[config.mk]
export PLATFORM = sky130hd
export DESIGN_NAME = ir_fetch_sequencer_flat
export DESIGN_NICKNAME = d
export VERILOG_FILES = /design/src/rtl/ir_fetch_sequencer_pkg.sv /design/src/rtl/ir_fetch_sequencer_if.sv /design/src/rtl/ir_fetch_sequencer_dec.sv /design/src/rtl/ir_fetch_sequencer.sv /design/src/flat_wrapper.sv
export SDC_FILE = /design/constraint.sdc
export NUM_CORES = 1
export LEC_CHECK = 0
export BUFFER_PORTS_ARGS = -buffer_cell sky130_fd_sc_hd__clkbuf_2
export CAP_MARGIN = 20
export CORE_AREA = 2 2 39 41
export DETAILED_ROUTE_END_ITERATION = 8
export DIE_AREA = 0 0 41 43
export PLACE_DENSITY = 0.81
export SETUP_SLACK_MARGIN = 0.05
export SLEW_MARGIN = 15
export SYNTH_ARGS = -nofsm -noshare
export SYNTH_HDL_FRONTEND = slang
export SYNTH_SLANG_ARGS = --single-unit
[constraint.sdc]
create_clock -name clk -period 2.6 [get_ports clk]
set_input_delay 0.52 -clock clk [delete_from_list [all_inputs] [get_ports clk]]
set_output_delay 0.52 -clock clk [all_outputs]
set_load 0.01 [all_outputs]
[src/rtl/ir_fetch_sequencer_pkg.sv]
// cpu6502_pkg: shared encodings for the 6502 fetch path.
//   fetch_state_e : sequencer state codes, also exported on fetch_state for debug
//   addr_src_e    : address-source select codes driven onto addr_src
//   LEN_*         : instruction byte counts produced by the opcode length decoder
package cpu6502_pkg;

    typedef enum logic [2:0] {
        RST_LO = 3'd0,
        RST_HI = 3'd1,
        FETCH  = 3'd2,
        OPLO   = 3'd3,
        OPHI   = 3'd4,
        EXEC   = 3'd5
    } fetch_state_e;

    typedef enum logic [1:0] {
        ADDR_PC     = 2'd0,
        ADDR_VEC_LO = 2'd1,
        ADDR_VEC_HI = 2'd2
    } addr_src_e;

    localparam logic [1:0] LEN_1 = 2'd1;
    localparam logic [1:0] LEN_2 = 2'd2;
    localparam logic [1:0] LEN_3 = 2'd3;

endpackage

[src/rtl/ir_fetch_sequencer_if.sv]
// ir_fetch_sequencer_if: bundle of the signals between the fetch sequencer and
// the memory interface, PC, instruction register and execute unit.
//   master : the sequencer side (takes ready/data_in/exec_done, drives strobes)
//   slave  : the datapath side (drives ready/data_in/exec_done, takes strobes)
interface ir_fetch_sequencer_if;

    logic       ready;
    logic [7:0] data_in;
    logic       exec_done;
    logic       load_IR;
    logic       reset_IR;
    logic       pc_inc;
    logic       load_pcl;
    logic       load_pch;
    logic       load_op_lo;
    logic       load_op_hi;
    logic       mem_rd;
    logic [1:0] addr_src;
    logic       sync;
    logic       exec_start;
    logic       timeout;
    logic [2:0] fetch_state;

    modport master (
        input  ready, data_in, exec_done,
        output load_IR, reset_IR, pc_inc, load_pcl, load_pch, load_op_lo,
               load_op_hi, mem_rd, addr_src, sync, exec_start, timeout,
               fetch_state
    );

    modport slave (
        output ready, data_in, exec_done,
        input  load_IR, reset_IR, pc_inc, load_pcl, load_pch, load_op_lo,
               load_op_hi, mem_rd, addr_src, sync, exec_start, timeout,
               fetch_state
    );

endinterface

[src/rtl/ir_fetch_sequencer_dec.sv]
// opcode_length_decoder: combinational 6502 instruction length (1..3 bytes)
// from the opcode byte aaabbbcc. Shared with the disassembler/trace logic.
//   opcode : 8-bit opcode
//   len    : instruction length in bytes
module opcode_length_decoder
    import cpu6502_pkg::*;
(
    input  logic [7:0] opcode,
    output logic [1:0] len
);

    logic [2:0] aaa;
    logic [2:0] bbb;
    logic [1:0] cc;

    assign aaa = opcode[7:5];
    assign bbb = opcode[4:2];
    assign cc  = opcode[1:0];

    always_comb begin
        len = LEN_2;
        if (opcode == 8'h20) begin
            len = LEN_3;
        end else if (opcode == 8'h00 || opcode == 8'h40 || opcode == 8'h60) begin
            len = LEN_1;
        end else if (cc[0]) begin
            // cc=01 and cc=11 share the ALU-group addressing layout
            len = (bbb == 3'b011 || bbb == 3'b110 || bbb == 3'b111) ? LEN_3 : LEN_2;
        end else begin
            case (bbb)
                3'b000: begin
                    // immediate form exists only for LDY/CPY/CPX (cc=00) and LDX (cc=10)
                    if (cc == 2'b00) len = aaa[2] ? LEN_2 : LEN_1;
                    else             len = (aaa == 3'b101) ? LEN_2 : LEN_1;
                end
                3'b010, 3'b110: len = LEN_1;
                3'b011, 3'b111: len = LEN_3;
                default:        len = LEN_2;
            endcase
        end
    end

endmodule

[src/rtl/ir_fetch_sequencer.sv]
// ir_fetch_sequencer: 6502 fetch-path control FSM. Reads the reset vector,
// fetches the opcode and 0-2 operand bytes, then hands off to the execute unit
// and waits for exec_done (optionally bounded by a watchdog).
//   clk, reset_n  : clock, asynchronous active-low reset
//   bus (master)  : ready/data_in/exec_done in; IR/PC/operand strobes, mem_rd,
//                   addr_src, sync, exec_start, timeout, fetch_state out
//   EXEC_TIMEOUT  : max EXEC cycles without exec_done; 0 disables the watchdog
module ir_fetch_sequencer
    import cpu6502_pkg::*;
#(
    parameter int unsigned EXEC_TIMEOUT = 0
) (
    input  logic                clk,
    input  logic                reset_n,
    ir_fetch_sequencer_if.master bus
);

    localparam int unsigned CNT_W = (EXEC_TIMEOUT > 0) ? $clog2(EXEC_TIMEOUT + 1) : 1;
    localparam logic [CNT_W-1:0] CNT_LAST =
        CNT_W'((EXEC_TIMEOUT > 0) ? EXEC_TIMEOUT - 1 : 0);

    fetch_state_e     state;
    logic [1:0]       len;
    logic [1:0]       len_dec;
    logic [CNT_W-1:0] exec_cnt;
    logic             exec_first;
    logic             wd_expire;

    opcode_length_decoder u_len_dec (
        .opcode (bus.data_in),
        .len    (len_dec)
    );

    // exec_done wins over an expiry landing on the same cycle
    assign wd_expire = (EXEC_TIMEOUT > 0) && (state == EXEC) && bus.ready &&
                       !bus.exec_done && (exec_cnt == CNT_LAST);

    always_ff @(posedge clk or negedge reset_n) begin
        if (!reset_n) begin
            state      <= RST_LO;
            len        <= LEN_1;
            exec_cnt   <= '0;
            exec_first <= 1'b0;
        end else if (bus.ready) begin
            case (state)
                RST_LO: state <= RST_HI;
                RST_HI: state <= FETCH;
                FETCH: begin
                    len <= len_dec;
                    if (len_dec == LEN_1) begin
                        state      <= EXEC;
                        exec_cnt   <= '0;
                        exec_first <= 1'b1;
                    end else begin
                        state <= OPLO;
                    end
                end
                OPLO: begin
                    if (len == LEN_3) begin
                        state <= OPHI;
                    end else begin
                        state      <= EXEC;
                        exec_cnt   <= '0;
                        exec_first <= 1'b1;
                    end
                end
                OPHI: begin
                    state      <= EXEC;
                    exec_cnt   <= '0;
                    exec_first <= 1'b1;
                end
                EXEC: begin
                    // exec_first survives stalls so exec_start fires on the first live cycle
                    exec_first <= 1'b0;
                    if (bus.exec_done || wd_expire) begin
                        state <= FETCH;
                    end else if (EXEC_TIMEOUT > 0) begin
                        exec_cnt <= exec_cnt + 1'b1;
                    end
                end
                default: state <= RST_LO;
            endcase
        end
    end

    // Moore decode; strobes are qualified by ready, bus-level outputs are not
    always_comb begin
        bus.load_IR     = 1'b0;
        bus.reset_IR    = 1'b0;
        bus.pc_inc      = 1'b0;
        bus.load_pcl    = 1'b0;
        bus.load_pch    = 1'b0;
        bus.load_op_lo  = 1'b0;
        bus.load_op_hi  = 1'b0;
        bus.mem_rd      = 1'b0;
        bus.addr_src    = ADDR_PC;
        bus.sync        = 1'b0;
        bus.exec_start  = 1'b0;
        bus.timeout     = 1'b0;
        bus.fetch_state = state;
        if (reset_n) begin
            case (state)
                RST_LO: begin
                    bus.mem_rd   = 1'b1;
                    bus.addr_src = ADDR_VEC_LO;
                    bus.load_pcl = bus.ready;
                    bus.reset_IR = bus.ready;
                end
                RST_HI: begin
                    bus.mem_rd   = 1'b1;
                    bus.addr_src = ADDR_VEC_HI;
                    bus.load_pch = bus.ready;
                end
                FETCH: begin
                    bus.mem_rd  = 1'b1;
                    bus.sync    = 1'b1;
                    bus.load_IR = bus.ready;
                    bus.pc_inc  = bus.ready;
                end
                OPLO: begin
                    bus.mem_rd     = 1'b1;
                    bus.load_op_lo = bus.ready;
                    bus.pc_inc     = bus.ready;
                end
                OPHI: begin
                    bus.mem_rd     = 1'b1;
                    bus.load_op_hi = bus.ready;
                    bus.pc_inc     = bus.ready;
                end
                EXEC: begin
                    bus.exec_start = bus.ready && exec_first;
                    bus.timeout    = wd_expire;
                end
                default: ;
            endcase
        end
    end

endmodule
[src/flat_wrapper.sv]
// flat-port wrapper written by rule: the top's interface ports become plain ports
module ir_fetch_sequencer_flat import cpu6502_pkg::*;
#(
    parameter int unsigned EXEC_TIMEOUT = 0
)
  (clk, reset_n, bus_ready, bus_data_in, bus_exec_done, bus_load_IR, bus_reset_IR, bus_pc_inc, bus_load_pcl, bus_load_pch, bus_load_op_lo, bus_load_op_hi, bus_mem_rd, bus_addr_src, bus_sync, bus_exec_start, bus_timeout, bus_fetch_state);
  ir_fetch_sequencer_if bus_i ();
  input  logic clk;
  input  logic reset_n;
  input wire logic [$bits(bus_i.ready)-1:0] bus_ready;
  input wire logic [$bits(bus_i.data_in)-1:0] bus_data_in;
  input wire logic [$bits(bus_i.exec_done)-1:0] bus_exec_done;
  output wire logic [$bits(bus_i.load_IR)-1:0] bus_load_IR;
  output wire logic [$bits(bus_i.reset_IR)-1:0] bus_reset_IR;
  output wire logic [$bits(bus_i.pc_inc)-1:0] bus_pc_inc;
  output wire logic [$bits(bus_i.load_pcl)-1:0] bus_load_pcl;
  output wire logic [$bits(bus_i.load_pch)-1:0] bus_load_pch;
  output wire logic [$bits(bus_i.load_op_lo)-1:0] bus_load_op_lo;
  output wire logic [$bits(bus_i.load_op_hi)-1:0] bus_load_op_hi;
  output wire logic [$bits(bus_i.mem_rd)-1:0] bus_mem_rd;
  output wire logic [$bits(bus_i.addr_src)-1:0] bus_addr_src;
  output wire logic [$bits(bus_i.sync)-1:0] bus_sync;
  output wire logic [$bits(bus_i.exec_start)-1:0] bus_exec_start;
  output wire logic [$bits(bus_i.timeout)-1:0] bus_timeout;
  output wire logic [$bits(bus_i.fetch_state)-1:0] bus_fetch_state;
  assign bus_i.ready = bus_ready;
  assign bus_i.data_in = bus_data_in;
  assign bus_i.exec_done = bus_exec_done;
  assign bus_load_IR = bus_i.load_IR;
  assign bus_reset_IR = bus_i.reset_IR;
  assign bus_pc_inc = bus_i.pc_inc;
  assign bus_load_pcl = bus_i.load_pcl;
  assign bus_load_pch = bus_i.load_pch;
  assign bus_load_op_lo = bus_i.load_op_lo;
  assign bus_load_op_hi = bus_i.load_op_hi;
  assign bus_mem_rd = bus_i.mem_rd;
  assign bus_addr_src = bus_i.addr_src;
  assign bus_sync = bus_i.sync;
  assign bus_exec_start = bus_i.exec_start;
  assign bus_timeout = bus_i.timeout;
  assign bus_fetch_state = bus_i.fetch_state;
  ir_fetch_sequencer #(.EXEC_TIMEOUT(EXEC_TIMEOUT)) u_core (.clk(clk), .reset_n(reset_n), .bus(bus_i));
endmodule
==> results of run 1 <==
==> power by group through the flow <==
stage               logic [mW]  registers (mW)  clock network, mW
detailed placement       0.340           0.227                  0
global route             0.391           0.239              0.100
finish                   0.339           0.227             0.0903
CTS                      0.341           0.225             0.0964
global placement         0.334           0.221                  0
floorplan                0.260           0.203                  0
==> worst min-delay path by stage <==
stage | start | endpoint | slack, ns | depth (start not counted)
finish | reset_n | u_core.bus.fetch_state[1]$_DFFE_PN0P_ | 0.13 | 1
global route | reset_n | u_core.bus.fetch_state[1]$_DFFE_PN0P_ | 0.12 | 1
CTS | reset_n | u_core.bus.fetch_state[1]$_DFFE_PN0P_ | 0.12 | 1
detailed placement | reset_n | u_core.len[1]$_DFFE_PN0P_ | 0.38 | 1
global placement | reset_n | u_core.len[1]$_DFFE_PN0P_ | 0.37 | 1
floorplan | reset_n | u_core.bus.fetch_state[0]$_DFFE_PN0P_ | 0.22 | 0
==> flip-flops by register name (all words and copies together), names as in the netlist <==
register,flops
u_core.exec_first,1
u_core.bus.fetch_state,3
u_core.len,2
==> metrics by stage <==
stage / power [mW] / utilization
after detailed placement: 0.567 / 0.492
after CTS: 0.662 / 0.511
after global placement: 0.555 / 0.492
after global routing: 0.730 / 0.511
after floorplan: 0.462 / -
final: 0.656 / 0.511
==> routing by layer <==
layer / share of wire / global-route usage / vias up
met1: 0.44 / 0.220 / 262
met4: 0 / 0.100 / 0
li1: - / - / 307
met5: 0 / 0 / -
met2: 0.48 / 0.275 / 27
met3: 0.078 / 0.0157 / 0
==> critical path: stages (launching register included) <==
cell and delay [ns]:
dfrtp_1 0.49, nand2b_1 0.26, nor2_1 0.19, and2_1 0.17
clkbuf_2 0.13
==> cell type report <==
type	instances	area, um2	share of cell area
Multi-Input combinational cell	59	360	0.510
Sequential cell	6	151	0.214
Timing Repair Buffer	26	130	0.184
Clock buffer	4	26.3	0.0372
Tap cell	16	20.0	0.0283
Inverter	5	18.8	0.0265
==> kinds of logic (layout without fill, tap and decap cells) <==
group | count (synthesis) | in the layout | synth area share
and+or+nand+nor | 34 | 34 | 0.287
other | 1 | 1 | 0.00672
adders and majority gates | 2 | 2 | 0.0448
muxes | 3 | 3 | 0.0583
buffers and inverters | 9 | 35 | 0.0830
DFF | 6 | 6 | 0.271
AOI/OAI and AO/OA | 19 | 19 | 0.249
==> cell usage in the layout (no fill, tap or decap), types with 3 or more instances in the layout <==
master	netlist	layout
nor3_1	4	4
nand2_1	11	11
o21ai_1	5	5
dfrtp_1	5	5
nor2_1	9	9
clkbuf_2	0	26
clkbuf_4	0	3
inv_1	5	5
==> flow_summary.toml, run 1 <==
[global_route]
grt_max_degree = 17
antenna_found_initial = 0
grt_first_pass_wirelength_um = 2080
grt_pass1_vias = 511
grt_overflow = 0
grt_usage = 0.175

[die]
die_y_um = 43
die-area_mm2 = 0.00176
pin_count = 28
coreArea_mm2 = 0.00138
die_x_um = 41
start_util = 0.403
rows = 14

[setup_path]
path_class = "register to output port"
critical_path.max_fanout = 10
startpoint = "u_core.bus.fetch_state[2]$_DFFE_PN0P_"
worstSetupEndpointType = "output port"
required_ns = 2.08
rr_startpoint = "u_core.bus.fetch_state[1]$_DFFE_PN0P_"
r2r_slack_ns = 1.01
reg2reg_to = "u_core.exec_first$_DFFE_PN0P_"
crit_path_end = "bus_sync"
start_kind = "register"
critPathArrivalTime_ns = 1.48
r2r_cells = 6

[timing]
rsz0062_at_grt = "no"
finalSetupViolCount = 0
fmax_ghz = 0.500
tightest_slew_ns = 0.510
timing.final.crit_share = 0.769
maxSlewHeadroom = 0.660
fin_skew_ns = 0.00167
finalHoldViolCount = 0
drv_slew = 0
fin_ws_ns = 0.601
min_period_ns = 2.00
setup_tns_ns = 0
holdWs_ns = 0.126

[logic_synthesis]
synth_cell_types = 30
yosysTopAreaCell = "dfrtp_1"
ys_async_sr_fraction = 1.00
synthCells = 74
yosys_warnings = 0
syn_nets = 88
synthTopCellsByCount = "nand2_1, nor2_1, dfrtp_1, inv_1, o21ai_1"
syn_avg_cell_area_um2 = 7.54
synth-main-ff-cell = "dfrtp_1"
synth.top_cell.area_share = 0.224
yosysMostFrequentCell = "nand2_1"
netlist_area_um2 = 558
synth_seq_area_share = 0.271
synth_edf_count = 0
synth_seq_cells = 6
synthTopCellsByArea = "dfrtp_1, nand2_1, nor2_1, dfstp_2, ha_1"

[placed_design]
dpl.cell_count = 112
placed_area_um2 = 681
gp_congestion = 0.736
portBuffers = 26
dp_slack_ns = 0.692
hpwl_um = 1040

[clocking]
clk_pin_slew_ns = 0.05
cts_setup_buffers = 0
cts_sinks = 6
clock_tree.root_cell = "clkbuf_4"
insertion_delay_ns = 0.24
cts_tree = "done"
cts_hold_buf = 0
h-tree-depth = 1
clk_path_buf_depth = 2
cts_resized = 0
cts-buffers-inserted = 3

[power]
combinationalPowerShare = 0.517
power_density_mw_per_mm2 = 928
switchingPower_uw = 304
clock_power_share = 0.138
leakage_nw = 0.343
netSwitchingFraction = 0.463
power.internal_uw = 352
ir_worst_vdd_mv = 0.436
seqPwrFrac = 0.346

[drt]
totalWireLength_um = 1270
firstDrtPassIters = 4
ant_nets = 0
viasPerCell = 5.14
vias = 596
wl_per_cell_um = 10.9
drt_iter0_markers = 9
drc_errors = 0

[cells_and_area]
fillers = 151
num_antenna_cells = 0
final_net_count = 115
fin_cells = 116
final_area_um2 = 707
drive_above_1_share = 0.340
area_growth_syn_to_layout_pct = 26.7

[min_path]
hold_class = "input pin to asynchronous set/reset pin"

[job]
max-cap-violations = 0

[outcome]
status = "complete, no violations"
(Power assumes the default switching activity.)
==> run 2: changes to the inputs <==
--- a/config.mk
+++ b/config.mk
@@ -7,10 +7,10 @@
 export LEC_CHECK = 0
 export BUFFER_PORTS_ARGS = -buffer_cell sky130_fd_sc_hd__clkbuf_2
 export CAP_MARGIN = 20
-export CORE_AREA = 2 2 39 41
+export CORE_MARGIN = 2
+export CORE_UTILIZATION = 43
 export DETAILED_ROUTE_END_ITERATION = 8
-export DIE_AREA = 0 0 41 43
-export PLACE_DENSITY = 0.81
+export PLACE_DENSITY = 0.83
 export SETUP_SLACK_MARGIN = 0.05
 export SLEW_MARGIN = 15
 export SYNTH_ARGS = -nofsm -noshare
==> constraint.sdc (replaced) <==
create_clock -name clk -period 2.07 [get_ports clk]
set_input_delay 0.414 -clock clk [delete_from_list [all_inputs] [get_ports clk]]
set_output_delay 0.414 -clock clk [all_outputs]
set_load 0.01 [all_outputs]
==> flow_summary.toml, run 2 (synthesis gave the netlist of run 1 again) <==
[outcome]
status = "complete, no violations"

[drt]
firstDrtPassIters = 4
ant_nets = 0
drc_errors = 0
totalWireLength_um = 1260
wl_per_cell_um = 10.9
drt_iter0_markers = 10
viasPerCell = 5.29
vias = 608

[min_path]
hold_class = "input pin to asynchronous set/reset pin"

[die]
die-area_mm2 = 0.00160
start_util = 0.483
coreArea_mm2 = 0.00116
pin_count = 28
die_y_um = 40.0
rows = 12
die_x_um = 40.0

[timing]
maxSlewHeadroom = 0.659
finalSetupViolCount = 0
fin_ws_ns = 0.201
rsz0062_at_grt = "no"
finalHoldViolCount = 0
tightest_slew_ns = 0.511
setup_tns_ns = 0
drv_slew = 0
fin_skew_ns = 0.00908
timing.final.crit_share = 0.903
fmax_ghz = 0.535
min_period_ns = 1.87

[clocking]
clk_path_buf_depth = 2
cts_sinks = 6
h-tree-depth = 1
clk_pin_slew_ns = 0.05
insertion_delay_ns = 0.24
cts_setup_buffers = 0
clock_tree.root_cell = "clkbuf_4"
cts_tree = "done"
cts-buffers-inserted = 3

[setup_path]
start_kind = "register"
crit_family = "flip-flops"
critical_path.max_fanout = 9
worst-path-buf-inv = 1
worstSetupEndpointType = "output port"
path_class = "register to output port"
crit_chain = "nand2b_1 -> nor3_2 -> o21bai_1 -> clkbuf_2"
cpPeakStageDelay_ns = 0.46
required_ns = 1.66
crit_slowest_cell = "dfrtp_1"
critPathArrivalTime_ns = 1.45

[job]
max-cap-violations = 0

[global_route]
grt_overflow = 0
antenna_found_initial = 0
grt_first_pass_wirelength_um = 2060
grt_usage = 0.199
grt_pass1_vias = 507
grt_max_degree = 17

[cells_and_area]
drive_above_1_share = 0.366
final_core_util = 0.621
num_antenna_cells = 0
final_net_count = 116
largest_reg_flops = 3
fillers = 110
final_common_cell = "clkbuf_2"
area_growth_syn_to_layout_pct = 28.7
final_cell_mix = "clkbuf_2, nand2_1, nor2_1"

[power]
ir_worst_vdd_mv = 0.569
power_density_mw_per_mm2 = 1150
power_uw = 827
leakage_nw = 0.347

[placed_design]
hpwl_um = 1040
portBuffers = 26
gp_congestion = 0.747
dp_slack_ns = 0.331
run 2: cell count changes in the layout (fill, tap and decap cells not counted):
cell | previous run | this run
dfrtp_2 | 0 | 1
nor3_1 | 4 | 3
dfrtp_1 | 5 | 4
buf_4 | 0 | 1
nor3_2 | 0 | 1
run 2: what timing repair did:
action                     CTS  global route
resized for setup            0             2
hold buffers                 0             0
setup endpoints to repair    0             1
run 2: routing by layer:
layer  vias to the layer above  global-route usage  routed length [um]
met2                        26               0.306                 605
met1                       269               0.253                 544
met4                         0               0.129                  10
met3                         2              0.0333                  97
met5                         -                   0                   0
li1                        311                   -                   -
run 2: cell type report:
cell class                      count  area [um2]  share of cell area
Timing Repair Buffer               27         138               0.192
Multi-Input combinational cell     59         365               0.509
Clock buffer                        4        26.3              0.0366
Tap cell                           14        17.5              0.0244
Sequential cell                     6         153               0.213
Inverter                            5        18.8              0.0261
run 2: final timing paths:
kind	cells after the start	slack, ns	to	startpoint
min reg2reg	2	0.48	u_core.len[0]$_DFFE_PN1P_	u_core.len[0]$_DFFE_PN1P_
min in group clk	3	0.43	u_core.len[0]$_DFFE_PN1P_	bus_data_in[0]
max	4	0.20	bus_pc_inc	u_core.bus.fetch_state[1]$_DFFE_PN0P_
max in group asynchronous	2	1.76	u_core.len[0]$_DFFE_PN1P_	reset_n
min	2	0.09	u_core.bus.fetch_state[2]$_DFFE_PN0P_	reset_n
max reg2reg	6	0.46	u_core.exec_first$_DFFE_PN0P_	u_core.bus.fetch_state[1]$_DFFE_PN0P_
run 2: report_power, final:
| group | leakage [nW] | switching, mW | internal (mW) |
|---|---|---|---|
| logic | 0.267 | 0.234 | 0.197 |
| registers | 0.0655 | 0.107 | 0.177 |
| clock network | 0.0150 | 0.0389 | 0.0728 |
run 2: through the flow:
step	instance area (um2)	instances	hold slack [ns]
2_1_floorplan	558	74	0.118
5_1_grt	718	115	0.0974
3_5_place_dp	686	111	0.354
6_report	718	115	0.0934
3_3_place_gp	686	111	0.351
4_1_cts	712	115	0.0883
run 2: worst register-to-register path: cells and delay by family, from the launching register on:
family	cells	cell delay [ns]
buf+inv	1	0.16
flops	1	0.48
fa+ha+maj	1	0.31
mux	1	0.21
simple gates	1	0.06
compound gates	2	0.24
==> run 3: changes to the inputs <==
==> constraint.sdc (replaced) <==
create_clock -name clk -period 2.07 [get_ports clk]
set_input_delay 0.414 -clock clk [delete_from_list [all_inputs] [get_ports clk]]
set_output_delay 0.414 -clock clk [all_outputs]
set_load 0.005 [all_outputs]
==> flow_summary.toml, run 3 (synthesis gave the netlist of run 1 again) <==
[setup_path]
r2r_slack_ns = 0.46
startpoint = "u_core.bus.fetch_state[2]$_DFFE_PN0P_"
rr_startpoint = "u_core.bus.fetch_state[1]$_DFFE_PN0P_"
r2r_cells = 6
crit_chain = "nand2b_1 -> nor2_1 -> and2_1 -> clkbuf_2"
reg2reg_to = "u_core.exec_first$_DFFE_PN0P_"
critPathArrivalTime_ns = 1.43
worstSetupEndpointType = "output port"
critical_path.max_fanout = 10
cpPeakStageDelay_ns = 0.48
crit_slowest_cell = "dfrtp_1"
crit_path_end = "bus_sync"
path_class = "register to output port"
required_ns = 1.66
start_kind = "register"

[clocking]
cts-buffers-inserted = 3
clk_path_buf_depth = 2
clk_pin_slew_ns = 0.05
cts_resized = 0
cts_sinks = 6
insertion_delay_ns = 0.24
cts_hold_buf = 0
cts_setup_buffers = 0
clock_tree.root_cell = "clkbuf_4"
h-tree-depth = 1
cts_tree = "done"

[power]
seqPwrFrac = 0.357
netSwitchingFraction = 0.443
leakage_nw = 0.348
clock_power_share = 0.140
ir_worst_vdd_mv = 0.548
power_density_mw_per_mm2 = 1110
power.internal_uw = 442
power_uw = 794
combinationalPowerShare = 0.503
switchingPower_uw = 351

[placed_design]
placed_area_um2 = 686
gp_congestion = 0.749
hpwl_um = 1020
portBuffers = 26
dp_slack_ns = 0.410
dpl.cell_count = 111

[global_route]
grt_usage = 0.184
grt_overflow = 0
grt_first_pass_wirelength_um = 1970
grt_max_degree = 17
antenna_found_initial = 0
grt_pass1_vias = 513

[timing]
finalSetupViolCount = 0
holdWs_ns = 0.0985
finalHoldViolCount = 0
fin_skew_ns = 0.00748
fmax_ghz = 0.541
rsz0062_at_grt = "no"
min_period_ns = 1.85
setup_tns_ns = 0
timing.final.crit_share = 0.893
fin_ws_ns = 0.222
drv_slew = 0

[drt]
vias = 595
drt_iter0_markers = 3
drc_errors = 0
totalWireLength_um = 1230
firstDrtPassIters = 4
viasPerCell = 5.17
wl_per_cell_um = 10.7
ant_nets = 0

[die]
rows = 12
start_util = 0.483
die_y_um = 40.0
pin_count = 28
die-area_mm2 = 0.00160
die_x_um = 40.0
coreArea_mm2 = 0.00116

[cells_and_area]
drive_above_1_share = 0.347
final_net_count = 116
largest_reg_flops = 3
num_antenna_cells = 0
final_core_util = 0.616
final_common_cell = "clkbuf_2"
final_area_um2 = 712
final_cell_mix = "clkbuf_2, nand2_1, nor2_1"
fin_cells = 115
area_growth_syn_to_layout_pct = 27.6

[outcome]
status = "complete, no violations"

[job]
max-cap-violations = 0

[min_path]
hold_class = "input pin to asynchronous set/reset pin"
run 3: cell count changes in the layout (fill, tap and decap cells not counted):
cell | before | now
nor3_1 | 3 | 4
dfrtp_1 | 4 | 5
nor3_2 | 1 | 0
dfrtp_2 | 1 | 0
run 3: power by group through the flow:
stage	combinational, mW	sequential, mW	clock [mW]
floorplan	0.311	0.244	0
global placement	0.398	0.278	0
detailed placement	0.401	0.285	0
CTS	0.402	0.282	0.117
global route	0.455	0.298	0.124
finish	0.399	0.284	0.111
run 3: worst max-delay path: cells and delay by family, from the launching register on:
kind | cells | cell delay [ns]
and+or+nand+nor | 3 | 0.60
DFF | 1 | 0.48
buffers and inverters | 1 | 0.11
run 3: per-layer routing:
metal	wire, um	GRT usage	up-vias
met5	0	0	-
met4	0	0.0776	0
met3	97	0.0333	0
met2	602	0.339	26
met1	533	0.201	260
li1	-	-	309
run 3: layout make-up:
cell class / count / area (um2)
Fill cell: 118 / 444
Sequential cell: 6 / 151
Tap cell: 14 / 17.5
Timing Repair Buffer: 27 / 138
Inverter: 5 / 18.8
Clock buffer: 4 / 26.3
Multi-Input combinational cell: 59 / 360
run 3: worst min-delay path by stage:
stage                     slack (ns)                                     to
after floorplan                 0.12  u_core.bus.fetch_state[0]$_DFFE_PN0P_
after global placement          0.35          u_core.exec_first$_DFFE_PN0P_
after detailed placement        0.35          u_core.exec_first$_DFFE_PN0P_
after CTS                       0.09  u_core.bus.fetch_state[1]$_DFFE_PN0P_
after global routing             0.1  u_core.bus.fetch_state[2]$_DFFE_PN0P_
final                            0.1  u_core.bus.fetch_state[1]$_DFFE_PN0P_
